**src/rtl/uart_pkg.sv**
```systemverilog
// Shared constants and types for the UART receive-side ASCII word parser.
package uart_pkg;

    localparam int WORD_W          = 16;
    localparam int NUM_INPUT_WORDS = 512;

    localparam logic [7:0] ASCII_CR    = 8'h0D;
    localparam logic [7:0] ASCII_LF    = 8'h0A;
    localparam logic [7:0] ASCII_MINUS = 8'h2D;
    localparam logic [7:0] ASCII_0     = 8'h30;
    localparam logic [7:0] ASCII_9     = 8'h39;

    typedef enum logic [1:0] {
        IDLE,
        SIGN,
        DIGITS,
        SKIP
    } parse_state_e;

    function automatic logic is_digit(input logic [7:0] c);
        return (c >= ASCII_0) && (c <= ASCII_9);
    endfunction

endpackage

```
**src/rtl/ascii_dec_acc.sv**
```systemverilog
// Decimal digit accumulator: builds an unsigned magnitude one digit at a time
// and raises a sticky overflow once the value or digit count leaves range.
module ascii_dec_acc
    import uart_pkg::*;
#(
    parameter int WIDTH      = WORD_W,
    parameter int MAX_DIGITS = 6
) (
    input  logic             clk_i,
    input  logic             rst_i,
    input  logic             clear_i,
    input  logic             step_i,
    input  logic             neg_i,
    input  logic [3:0]       digit_i,
    output logic [WIDTH-1:0] mag_o,
    output logic             ovf_o
);

    localparam int ACC_W = WIDTH + 2;
    localparam int PRD_W = ACC_W + 4;
    localparam int CNT_W = $clog2(MAX_DIGITS + 2);

    localparam logic [PRD_W-1:0] LIM_POS = PRD_W'((1 << (WIDTH - 1)) - 1);
    localparam logic [PRD_W-1:0] LIM_NEG = PRD_W'(1 << (WIDTH - 1));
    localparam logic [CNT_W-1:0] CNT_MAX = CNT_W'(MAX_DIGITS);
    localparam logic [CNT_W-1:0] CNT_SAT = CNT_W'(MAX_DIGITS + 1);

    logic [ACC_W-1:0] acc_q, acc_d;
    logic [CNT_W-1:0] cnt_q, cnt_d, cnt_base;
    logic             ovf_q, ovf_d, ovf_base;
    logic [PRD_W-1:0] base, prod;

    // clear and step together load the first digit of a new line
    always_comb begin
        base     = clear_i ? '0 : PRD_W'(acc_q);
        cnt_base = clear_i ? '0 : cnt_q;
        ovf_base = clear_i ? 1'b0 : ovf_q;
        prod     = (base << 3) + (base << 1) + PRD_W'(digit_i);
        acc_d    = base[ACC_W-1:0];
        cnt_d    = cnt_base;
        ovf_d    = ovf_base;
        if (step_i) begin
            if (cnt_base != CNT_SAT) cnt_d = cnt_base + CNT_W'(1);
            if (!ovf_base) acc_d = prod[ACC_W-1:0];
            if ((prod > (neg_i ? LIM_NEG : LIM_POS)) || (cnt_d > CNT_MAX)) ovf_d = 1'b1;
        end
    end

    always_ff @(posedge clk_i) begin
        if (rst_i) begin
            acc_q <= '0;
            cnt_q <= '0;
            ovf_q <= 1'b0;
        end else begin
            acc_q <= acc_d;
            cnt_q <= cnt_d;
            ovf_q <= ovf_d;
        end
    end

    // only in-range values are ever emitted, and those fit in WIDTH bits
    assign mag_o = acc_q[WIDTH-1:0];
    assign ovf_o = ovf_q;

endmodule

```
**src/rtl/uart_ascii_word_parser.sv**
```systemverilog
// Parses CR-terminated signed decimal lines into words for the sample memory.
// Define PARSER_SATURATE_EN to clamp overflowing lines instead of dropping them.
module uart_ascii_word_parser
    import uart_pkg::*;
#(
    parameter int WIDTH      = WORD_W,
    parameter int NUM_WORDS  = NUM_INPUT_WORDS,
    parameter int ADDR_W     = 9,
    parameter int MAX_DIGITS = 6
) (
    input  logic              sysclk,
    input  logic              rst,
    input  logic              rx_valid,
    input  logic [7:0]        rx_data,
    input  logic              frame_clear,
    output logic              word_we,
    output logic [ADDR_W-1:0] word_addr,
    output logic [WIDTH-1:0]  word_data,
    output logic              frame_done,
    output logic              err_char,
    output logic              err_ovf
);

    localparam logic [ADDR_W-1:0] LAST_ADDR = ADDR_W'(NUM_WORDS - 1);

    parse_state_e      state_q, state_d;
    logic              neg_q, neg_d;
    logic [ADDR_W-1:0] addr_q;
    logic              frame_done_q;
    logic              word_we_q;
    logic [WIDTH-1:0]  word_data_q, word_data_d;
    logic              err_char_q;
    logic              acc_clr, acc_step, emit, char_err;
    logic              take, is_dig, is_cr;
    logic [WIDTH-1:0]  mag;
    logic              acc_ovf;
`ifndef PARSER_SATURATE_EN
    logic              ovf_pulse;
    logic              err_ovf_q;
`endif

    ascii_dec_acc #(
        .WIDTH      (WIDTH),
        .MAX_DIGITS (MAX_DIGITS)
    ) u_acc (
        .clk_i   (sysclk),
        .rst_i   (rst),
        .clear_i (acc_clr),
        .step_i  (acc_step),
        .neg_i   (neg_d),
        .digit_i (rx_data[3:0]),
        .mag_o   (mag),
        .ovf_o   (acc_ovf)
    );

    always_comb begin
        state_d     = state_q;
        neg_d       = neg_q;
        acc_clr     = 1'b0;
        acc_step    = 1'b0;
        emit        = 1'b0;
        char_err    = 1'b0;
`ifndef PARSER_SATURATE_EN
        ovf_pulse   = 1'b0;
`endif
        word_data_d = neg_q ? -mag : mag;
`ifdef PARSER_SATURATE_EN
        if (acc_ovf) word_data_d = neg_q ? {1'b1, {(WIDTH-1){1'b0}}} : {1'b0, {(WIDTH-1){1'b1}}};
`endif
        // LF is transparent; a finished frame swallows everything until cleared
        take   = rx_valid && !frame_done_q && (rx_data != ASCII_LF);
        is_dig = is_digit(rx_data);
        is_cr  = (rx_data == ASCII_CR);

        if (frame_clear) begin
            state_d = IDLE;
            neg_d   = 1'b0;
            acc_clr = 1'b1;
        end else if (take) begin
            case (state_q)
                IDLE: begin
                    if (rx_data == ASCII_MINUS) begin
                        state_d = SIGN;
                        neg_d   = 1'b1;
                        acc_clr = 1'b1;
                    end else if (is_dig) begin
                        state_d  = DIGITS;
                        neg_d    = 1'b0;
                        acc_clr  = 1'b1;
                        acc_step = 1'b1;
                    end else if (!is_cr) begin
                        state_d  = SKIP;
                        char_err = 1'b1;
                    end
                end
                SIGN: begin
                    if (is_dig) begin
                        state_d  = DIGITS;
                        acc_step = 1'b1;
                    end else begin
                        state_d  = is_cr ? IDLE : SKIP;
                        char_err = 1'b1;
                    end
                end
                DIGITS: begin
                    if (is_dig) begin
                        acc_step = 1'b1;
                    end else if (is_cr) begin
                        state_d = IDLE;
`ifdef PARSER_SATURATE_EN
                        emit = 1'b1;
`else
                        if (acc_ovf) ovf_pulse = 1'b1;
                        else         emit      = 1'b1;
`endif
                    end else begin
                        state_d  = SKIP;
                        char_err = 1'b1;
                    end
                end
                SKIP: begin
                    if (is_cr) state_d = IDLE;
                end
                default: state_d = IDLE;
            endcase
        end
    end

    always_ff @(posedge sysclk) begin
        if (rst) begin
            state_q      <= IDLE;
            neg_q        <= 1'b0;
            addr_q       <= '0;
            frame_done_q <= 1'b0;
            word_we_q    <= 1'b0;
            word_data_q  <= '0;
            err_char_q   <= 1'b0;
`ifndef PARSER_SATURATE_EN
            err_ovf_q    <= 1'b0;
`endif
        end else begin
            state_q    <= state_d;
            neg_q      <= neg_d;
            word_we_q  <= emit;
            err_char_q <= char_err;
`ifndef PARSER_SATURATE_EN
            err_ovf_q  <= ovf_pulse;
`endif
            if (emit) word_data_q <= word_data_d;
            // address advances in the cycle after the write strobe it labelled
            if (frame_clear) begin
                addr_q       <= '0;
                frame_done_q <= 1'b0;
            end else begin
                if (emit && (addr_q == LAST_ADDR)) frame_done_q <= 1'b1;
                if (word_we_q) addr_q <= (addr_q == LAST_ADDR) ? '0 : addr_q + ADDR_W'(1);
            end
        end
    end

    assign word_we    = word_we_q;
    assign word_addr  = addr_q;
    assign word_data  = word_data_q;
    assign frame_done = frame_done_q;
    assign err_char   = err_char_q;
`ifdef PARSER_SATURATE_EN
    assign err_ovf    = 1'b0;
`else
    assign err_ovf    = err_ovf_q;
`endif

endmodule

```
**config.mk**
```make
export PLATFORM = sky130hd
export DESIGN_NAME = uart_ascii_word_parser
export DESIGN_NICKNAME = d
export VERILOG_FILES = /design/src/rtl/uart_pkg.sv /design/src/rtl/ascii_dec_acc.sv /design/src/rtl/uart_ascii_word_parser.sv
export SDC_FILE = /design/constraint.sdc
export NUM_CORES = 1
export LEC_CHECK = 0
export CAP_MARGIN = 20
export CORE_AREA = 2 2 104 106
export DETAILED_ROUTE_END_ITERATION = 8
export DIE_AREA = 0 0 106 108
export SYNTH_ARGS = -nofsm -noshare
export SYNTH_HDL_FRONTEND = slang
export SYNTH_SLANG_ARGS = --single-unit
```
**constraint.sdc**
```tcl
create_clock -name sysclk -period 5.7 [get_ports sysclk]
set_input_delay 0.855 -clock sysclk [delete_from_list [all_inputs] [get_ports sysclk]]
set_output_delay 0.855 -clock sysclk [all_outputs]
set_load 0.02 [all_outputs]
```
==> flow_metrics.env, run 1 <==
export IMPL_synth_fp_nets=618
export IMPL_rsz0062_at_grt="no"
export IMPL_ir_drop_mv=0.0781
export IMPL_syn2layout_area_growth_pct=26.3
export IMPL_dpl_instance_area_sq_mm=0.00528
export IMPL_clockBufferDepth=2
export IMPL_synthArstFlopShare_pct=0
export IMPL_dieArea_sq_mm=0.0114
export IMPL_max_freq_mhz=181
export IMPL_wl_per_cell_um=14.8
export IMPL_avgSynthCellArea_sq_um=8.11
export IMPL_path_clk_slew_ns=0.11
export IMPL_yosys_area_share_adder_pct=18.1
export IMPL_hold_violations=0
export IMPL_synth_edf_count=0
export IMPL_critical_path_required_ns=5.96
export IMPL_cp_arrival_ns=5.77
export IMPL_die_x_um=106
export IMPL_core_area_sq_mm=0.0102
export IMPL_power_density_mw_per_mm2=122
export IMPL_startpoint_type="input port"
export IMPL_drc=0
export IMPL_status="complete, no violations"
export IMPL_synth_compound_area_share_pct=22.1
export IMPL_grt_max_degree=44
export IMPL_post_route_cell_area_sq_mm=0.00556
export IMPL_io_buffers=40
export IMPL_diodes=0
export IMPL_hold_worst_slack_ns=0.497
export IMPL_fillers=978
export IMPL_synth_seq_area_share_pct=24.6
export IMPL_num_vias=4179
export IMPL_crit_fanout=7
export IMPL_holdBufCountCts=0
export IMPL_synth_main_ff_cell="dfxtp_1"
export IMPL_initial_utilization_pct=43.0
export IMPL_cts_buffers_inserted=5
export IMPL_clkLatencyLatePin_ns=0.32
export IMPL_drt_iter0_markers=203
export IMPL_rows=37
export IMPL_power_mw=0.680
export IMPL_dp_hpwl_um=8960
export IMPL_grtUsageTotal_pct=20.6
export IMPL_root_buffer="clkbuf_8"
export IMPL_first_pass_iters=4
export IMPL_detail_route_antenna_nets=0
export IMPL_vias_per_cell=5.43
export IMPL_grt_pass1_vias=4039
export IMPL_setup_viol=0
export IMPL_layout_common_cells="buf_4, ha_1, nand2_1"
export IMPL_num_io_pins=41
export IMPL_synth_seq_cells=54
export IMPL_worstSetupPathType="input port to register"
export IMPL_fin_nets=708
export IMPL_syn_inst=543
export IMPL_power_leakage_nw=2.44
export IMPL_hold_path_class="register to register"
export IMPL_wirelength_um=11400
export IMPL_ys_warn_count=0
export IMPL_cts_sinks=54
export IMPL_tightestPinTransition_ns=0.681
export IMPL_antenna_found_initial=0
export IMPL_h_tree_depth=2
export IMPL_synth_cell_area_sq_mm=0.00440
export IMPL_synth_cell_type_count=66
export IMPL_grt_remaining_overflow=0
export IMPL_synth_simple_gate_area_share_pct=23.6
export IMPL_skew_ns=0.0104
export IMPL_finalCritPeriodShare_pct=96.7
export IMPL_finalMaxSlewViolations=0
export IMPL_gp_congestion=0.890
export IMPL_synth_top_family_by_area="simple AND/OR/NAND/NOR gates"
export IMPL_grt_pass1_wl_um=19200
export IMPL_synth_mux_area_share_pct=2.10
export IMPL_synth_xor_xnor_area_share_pct=5.77
export IMPL_die_h_um=108
export IMPL_final_common_cell="buf_4"
export IMPL_drive_gt1_share_pct=15.6
export IMPL_cp_end_kind="register"
export IMPL_drv_cap=0
export IMPL_slew_headroom_pct=54.6
export IMPL_tritoncts="built"
export IMPL_post_route_min_period_ns=5.51
==> state kept, by name, indices dropped and copies added, names as in the netlist <==
signal	flops
err_char	1
err_ovf	1
u_acc.cnt_q	3
frame_done	1
u_acc.acc_q	18
neg_q	1
u_acc.ovf_o	1
word_addr	9
state_q	2
word_data	16
word_we	1
==> where the power goes <==
part           leakage, nW  total (mW)  switching [mW]  internal, mW
Clock               0.0506       0.239           0.146        0.0923
Sequential           0.435       0.380         0.00121         0.378
Combinational         1.95      0.0614          0.0355        0.0259
==> what timing repair did <==
item,in CTS,in global routing
gates resized for setup,16,11
setup endpoints to repair,1,1
setup buffers,5,4
pin swaps,5,10
==> kinds of logic (layout without fill, tap and decap cells) <==
kind of cell             Yosys count  in the layout
AO/OA/AOI/OAI                    139            139
XOR/XNOR                          29             29
adder cells (fa/ha/maj)           63             63
buffers and inverters             38            129
flip-flops                        54             54
multiplexers                       9              9
AND/OR/NAND/NOR                  211            211
==> critical path, cell delays in order <==
cell and delay (ns):
dlygate4sd2_1 0.28, nor4_4 0.34, a21oi_2 0.13, a41oi_4 0.29, buf_6 0.16, and2_4 0.15, ha_1 0.24, ha_1 0.29
a21o_1 0.19, a221o_1 0.36, o41a_1 0.38, a311oi_2 0.32, xnor2_1 0.14, ha_1 0.31, nand4_1 0.11, or3_1 0.38
a21oi_1 0.11, a2111oi_0 0.08, or3_1 0.36, o211a_1 0.13, a41oi_2 0.15
==> layer usage <==
layer | part of all wire, % | global-route usage, % | vias to the layer above
met1 | 47 | 26.4 | 1947
li1 | - | - | 2151
met5 | 0 | 0 | -
met4 | 1.2 | 5.73 | 0
met3 | 2.8 | 2.59 | 12
met2 | 49 | 36.6 | 69
==> cells in the mapped netlist, drive strengths merged (3+ instances only) <==
| cell type | n | area (sq um) |
|---|---|---|
| nand3 | 15 | 75.1 |
| a21boi | 3 | 22.5 |
| o31a | 4 | 35.0 |
| o31ai | 6 | 50.1 |
| nor2b | 5 | 31.3 |
| and2 | 20 | 125 |
| nor4 | 5 | 37.5 |
| nand2 | 59 | 221 |
| mux2i | 7 | 70.1 |
| nor2 | 57 | 214 |
| o21a | 7 | 52.6 |
| a21oi | 44 | 239 |
| clkbuf | 12 | 46.3 |
| xnor2 | 9 | 78.8 |
| a21o | 8 | 60.1 |
| nand4 | 9 | 56.3 |
| nand2b | 3 | 18.8 |
| and3 | 9 | 56.3 |
| nor3b | 3 | 22.5 |
| o21ai | 21 | 105 |
| buf | 8 | 53.8 |
| ha | 62 | 776 |
| nor3 | 8 | 45.0 |
| inv | 18 | 67.6 |
| a211oi | 22 | 165 |
| dfxtp | 54 | 1080 |
| xor2 | 20 | 175 |
| or3 | 9 | 56.3 |
==> worst paths after layout <==
| check | start | to | slack (ns) | depth (start not counted) |
|---|---|---|---|---|
| hold reg to reg | frame_done$_SDFFE_PP0P_ | frame_done$_SDFFE_PP0P_ | 0.50 | 2 |
| hold / removal | frame_done$_SDFFE_PP0P_ | frame_done$_SDFFE_PP0P_ | 0.50 | 2 |
| setup / recovery | rx_data[6] | u_acc.ovf_o$_SDFF_PP0_ | 0.19 | 21 |
| setup reg to reg | state_q[0]$_SDFFE_PP0P_ | u_acc.ovf_o$_SDFF_PP0_ | 0.73 | 20 |
==> per-stage QoR <==
stage / cells / TNS (ns) / utilization (%) / setup slack [ns]
final: 770 / 0 / 54.4 / 0.186
after global placement: 752 / -0.481 / 51.6 / -0.481
after floorplan: 543 / 0 / - / 0.0875
after global routing: 770 / 0 / 54.4 / 0.00635
after CTS: 765 / 0 / 53.5 / 0.00870
after detailed placement: 752 / -0.672 / 51.6 / -0.672
==> area by class of cell <==
type | count | area, sq um | share of cell area (%)
tap | 136 | 170 | 3.06
multi-input combinational | 451 | 3260 | 58.7
clock buffer | 5 | 68.8 | 1.24
sequential | 54 | 1080 | 19.4
timing repair buffer | 103 | 883 | 15.9
clock inverter | 3 | 28.8 | 0.517
inverter | 18 | 67.6 | 1.21
(Power assumes the default switching activity.)
==> run 2: changes to the inputs <==
--- a/config.mk
+++ b/config.mk
@@ -6,9 +6,10 @@
 export NUM_CORES = 1
 export LEC_CHECK = 0
 export CAP_MARGIN = 20
-export CORE_AREA = 2 2 104 106
+export CORE_AREA = 4 4 106 108
 export DETAILED_ROUTE_END_ITERATION = 8
-export DIE_AREA = 0 0 106 108
+export DIE_AREA = 0 0 110 112
+export GPL_TIMING_DRIVEN = 0
 export SYNTH_ARGS = -nofsm -noshare
 export SYNTH_HDL_FRONTEND = slang
 export SYNTH_SLANG_ARGS = --single-unit
==> flow_metrics.env, run 2 (synthesized netlist as in run 1, its figures left out) <==
export IMPL_critPathTopFamily="compound AO/OA/AOI/OAI gates"
export IMPL_post_route_cell_area_sq_mm=0.00557
export IMPL_crit_path_end="u_acc.ovf_o$_SDFF_PP0_"
export IMPL_drive_gt1_share_pct=15.7
export IMPL_max_freq_mhz=178
export IMPL_cp_end_kind="register"
export IMPL_cp_slowest_stage_delay_ns=0.41
export IMPL_tritoncts="built"
export IMPL_path_clk_slew_ns=0.11
export IMPL_holdBufCountCts=0
export IMPL_setup_viol=0
export IMPL_h_tree_depth=2
export IMPL_power_leakage_nw=2.35
export IMPL_worst_slack_ns=0.0679
export IMPL_dpl_worst_slack_ns=-1.18
export IMPL_cts_sinks=54
export IMPL_initial_utilization_pct=43.0
export IMPL_drt_iter0_markers=225
export IMPL_path_buf_inv=2
export IMPL_worstSetupPathType="input port to register"
export IMPL_fin_nets=692
export IMPL_finalMaxSlewViolations=0
export IMPL_fin_tns_setup_ns=0
export IMPL_worstSetupPathDepth=23
export IMPL_critPathLaunch="rx_data[3]"
export IMPL_diodes=0
export IMPL_slew_headroom_pct=61.4
export IMPL_rows=37
export IMPL_grt_pass1_wl_um=18900
export IMPL_num_io_pins=41
export IMPL_hold_start="frame_done$_SDFFE_PP0P_"
export IMPL_post_route_min_period_ns=5.63
export IMPL_critical_path_required_ns=5.94
export IMPL_clkLatencyLatePin_ns=0.31
export IMPL_syn2layout_area_growth_pct=26.5
export IMPL_status="complete, no violations"
export IMPL_first_pass_iters=4
export IMPL_antenna_found_initial=0
export IMPL_dp_hpwl_um=9230
export IMPL_ir_drop_mv=0.103
export IMPL_io_buffers=39
export IMPL_cts_buffers_inserted=5
export IMPL_final_util_pct=54.4
export IMPL_tightestPinTransition_ns=0.578
export IMPL_core_area_sq_mm=0.0102
export IMPL_fillers=973
export IMPL_clockBufferDepth=2
export IMPL_cp_arrival_ns=5.88
export IMPL_root_buffer="clkbuf_8"
export IMPL_vias_per_cell=5.55
export IMPL_wirelength_um=12000
export IMPL_detail_route_antenna_nets=0
export IMPL_power_density_mw_per_mm2=122
export IMPL_r2r_end="u_acc.ovf_o$_SDFF_PP0_"
export IMPL_grtUsageTotal_pct=18.8
export IMPL_drv_cap=0
export IMPL_die_h_um=112
export IMPL_crit_fanout=6
export IMPL_final_common_cell="nand2_1"
export IMPL_wl_per_cell_um=15.9
export IMPL_reg2reg_slack_ns=0.46
export IMPL_grt_max_degree=19
export IMPL_grt_pass1_vias=3858
export IMPL_gp_congestion=0.861
export IMPL_ff2ff_path_depth=22
export IMPL_finalCritPeriodShare_pct=98.8
export IMPL_rsz0062_at_grt="yes"
export IMPL_grt_remaining_overflow=0
export IMPL_power_mw=0.677
export IMPL_hold_path_class="register to register"
export IMPL_layout_common_cells="nand2_1, nor2_1, ha_1"
export IMPL_hold_violations=0
export IMPL_largest_reg_flops=18
export IMPL_crit_slowest_cell="o41a_1"
export IMPL_largest_register="u_acc.acc_q"
export IMPL_r2r_start="state_q[0]$_SDFFE_PP0P_"
export IMPL_dpl_instance_area_sq_mm=0.00496
export IMPL_dieArea_sq_mm=0.0123
export IMPL_startpoint_type="input port"
export IMPL_die_x_um=110
export IMPL_drc=0
export IMPL_path_cells="buf_12 -> and4b_1 -> mux2_4 -> a41oi_4 -> buf_6 -> nand2_8 -> xnor2_4 -> ha_4 -> a31o_4 -> ha_4 -> and3_4 -> a221o_1 -> o41a_1 -> a311oi_2 -> xnor2_2 -> ha_1 -> nand4_1 -> or3_1 -> a21oi_2 -> a2111oi_2 -> or3_1 -> o211a_1 -> a41oi_2"
export IMPL_skew_ns=0.00449
export IMPL_num_vias=4184
-- run 2: cell count changes in the layout (fill, tap and decap cells not counted), moves of 5 or more --
cell           delta
buf_4            -33
clkbuf_1         +11
buf_6             +6
buf_2             +5
dlygate4sd2_1     -5
-- run 2: worst min path at each step --
stage	end	slack [ns]	cells past startpoint
after detailed placement	frame_done$_SDFFE_PP0P_	0.47	2
after global placement	word_addr[7]$_SDFFE_PP0P_	0.48	2
after floorplan	u_acc.cnt_q[1]$_SDFF_PP0_	0.46	2
after CTS	frame_done$_SDFFE_PP0P_	0.50	2
after global routing	word_data[5]$_SDFFE_PP0P_	0.54	2
final	frame_done$_SDFFE_PP0P_	0.50	2
-- run 2: worst register-to-register path: cells and delay by family (launching register included) --
family	cells	cell delay, ns
xor+xnor	1	0.12
buf+inv	3	0.45
flops	1	0.36
compound gates	9	2.01
fa+ha+maj	4	1.00
simple gates	5	1.24
-- run 2: area by class of cell --
type                       count  area [sq um]  share of cell area (%)
multi-input combinational    451          3420                    61.5
sequential                    54          1080                    19.4
timing repair buffer          67           613                    11.0
tap                          136           170                    3.06
buffer                        20           120                    2.16
clock buffer                   5          68.8                    1.24
inverter                      18          67.6                    1.21
clock inverter                 3          23.8                   0.427
-- run 2: through the flow --
step	std cells	hold WS (ns)
after floorplan	543	0.456
after global placement	718	0.484
after detailed placement	718	0.474
after CTS	740	0.504
after global routing	754	0.537
final	754	0.500
-- run 2: what timing repair did --
item | CTS | global route
gates resized for setup | 50 | 49
setup buffers | 14 | 14
pin swaps | 14 | 26
endpoints found under the setup margin | 1 | 1
-- run 2: metal layers --
layer / vias to the layer above / global-route usage (%) / routed length, um
met5: - / 0 / 0
met1: 1970 / 25.5 / 5610
met2: 86 / 31.9 / 5810
met3: 7 / 1.86 / 446
li1: 2121 / - / -
met4: 0 / 4.07 / 118
-- run 2: report_power, final --
| part | switching (mW) | internal (mW) |
|---|---|---|
| combinational | 0.0391 | 0.0307 |
| sequential | 0.00109 | 0.378 |
| clock | 0.140 | 0.0883 |
| total | 0.180 | 0.497 |
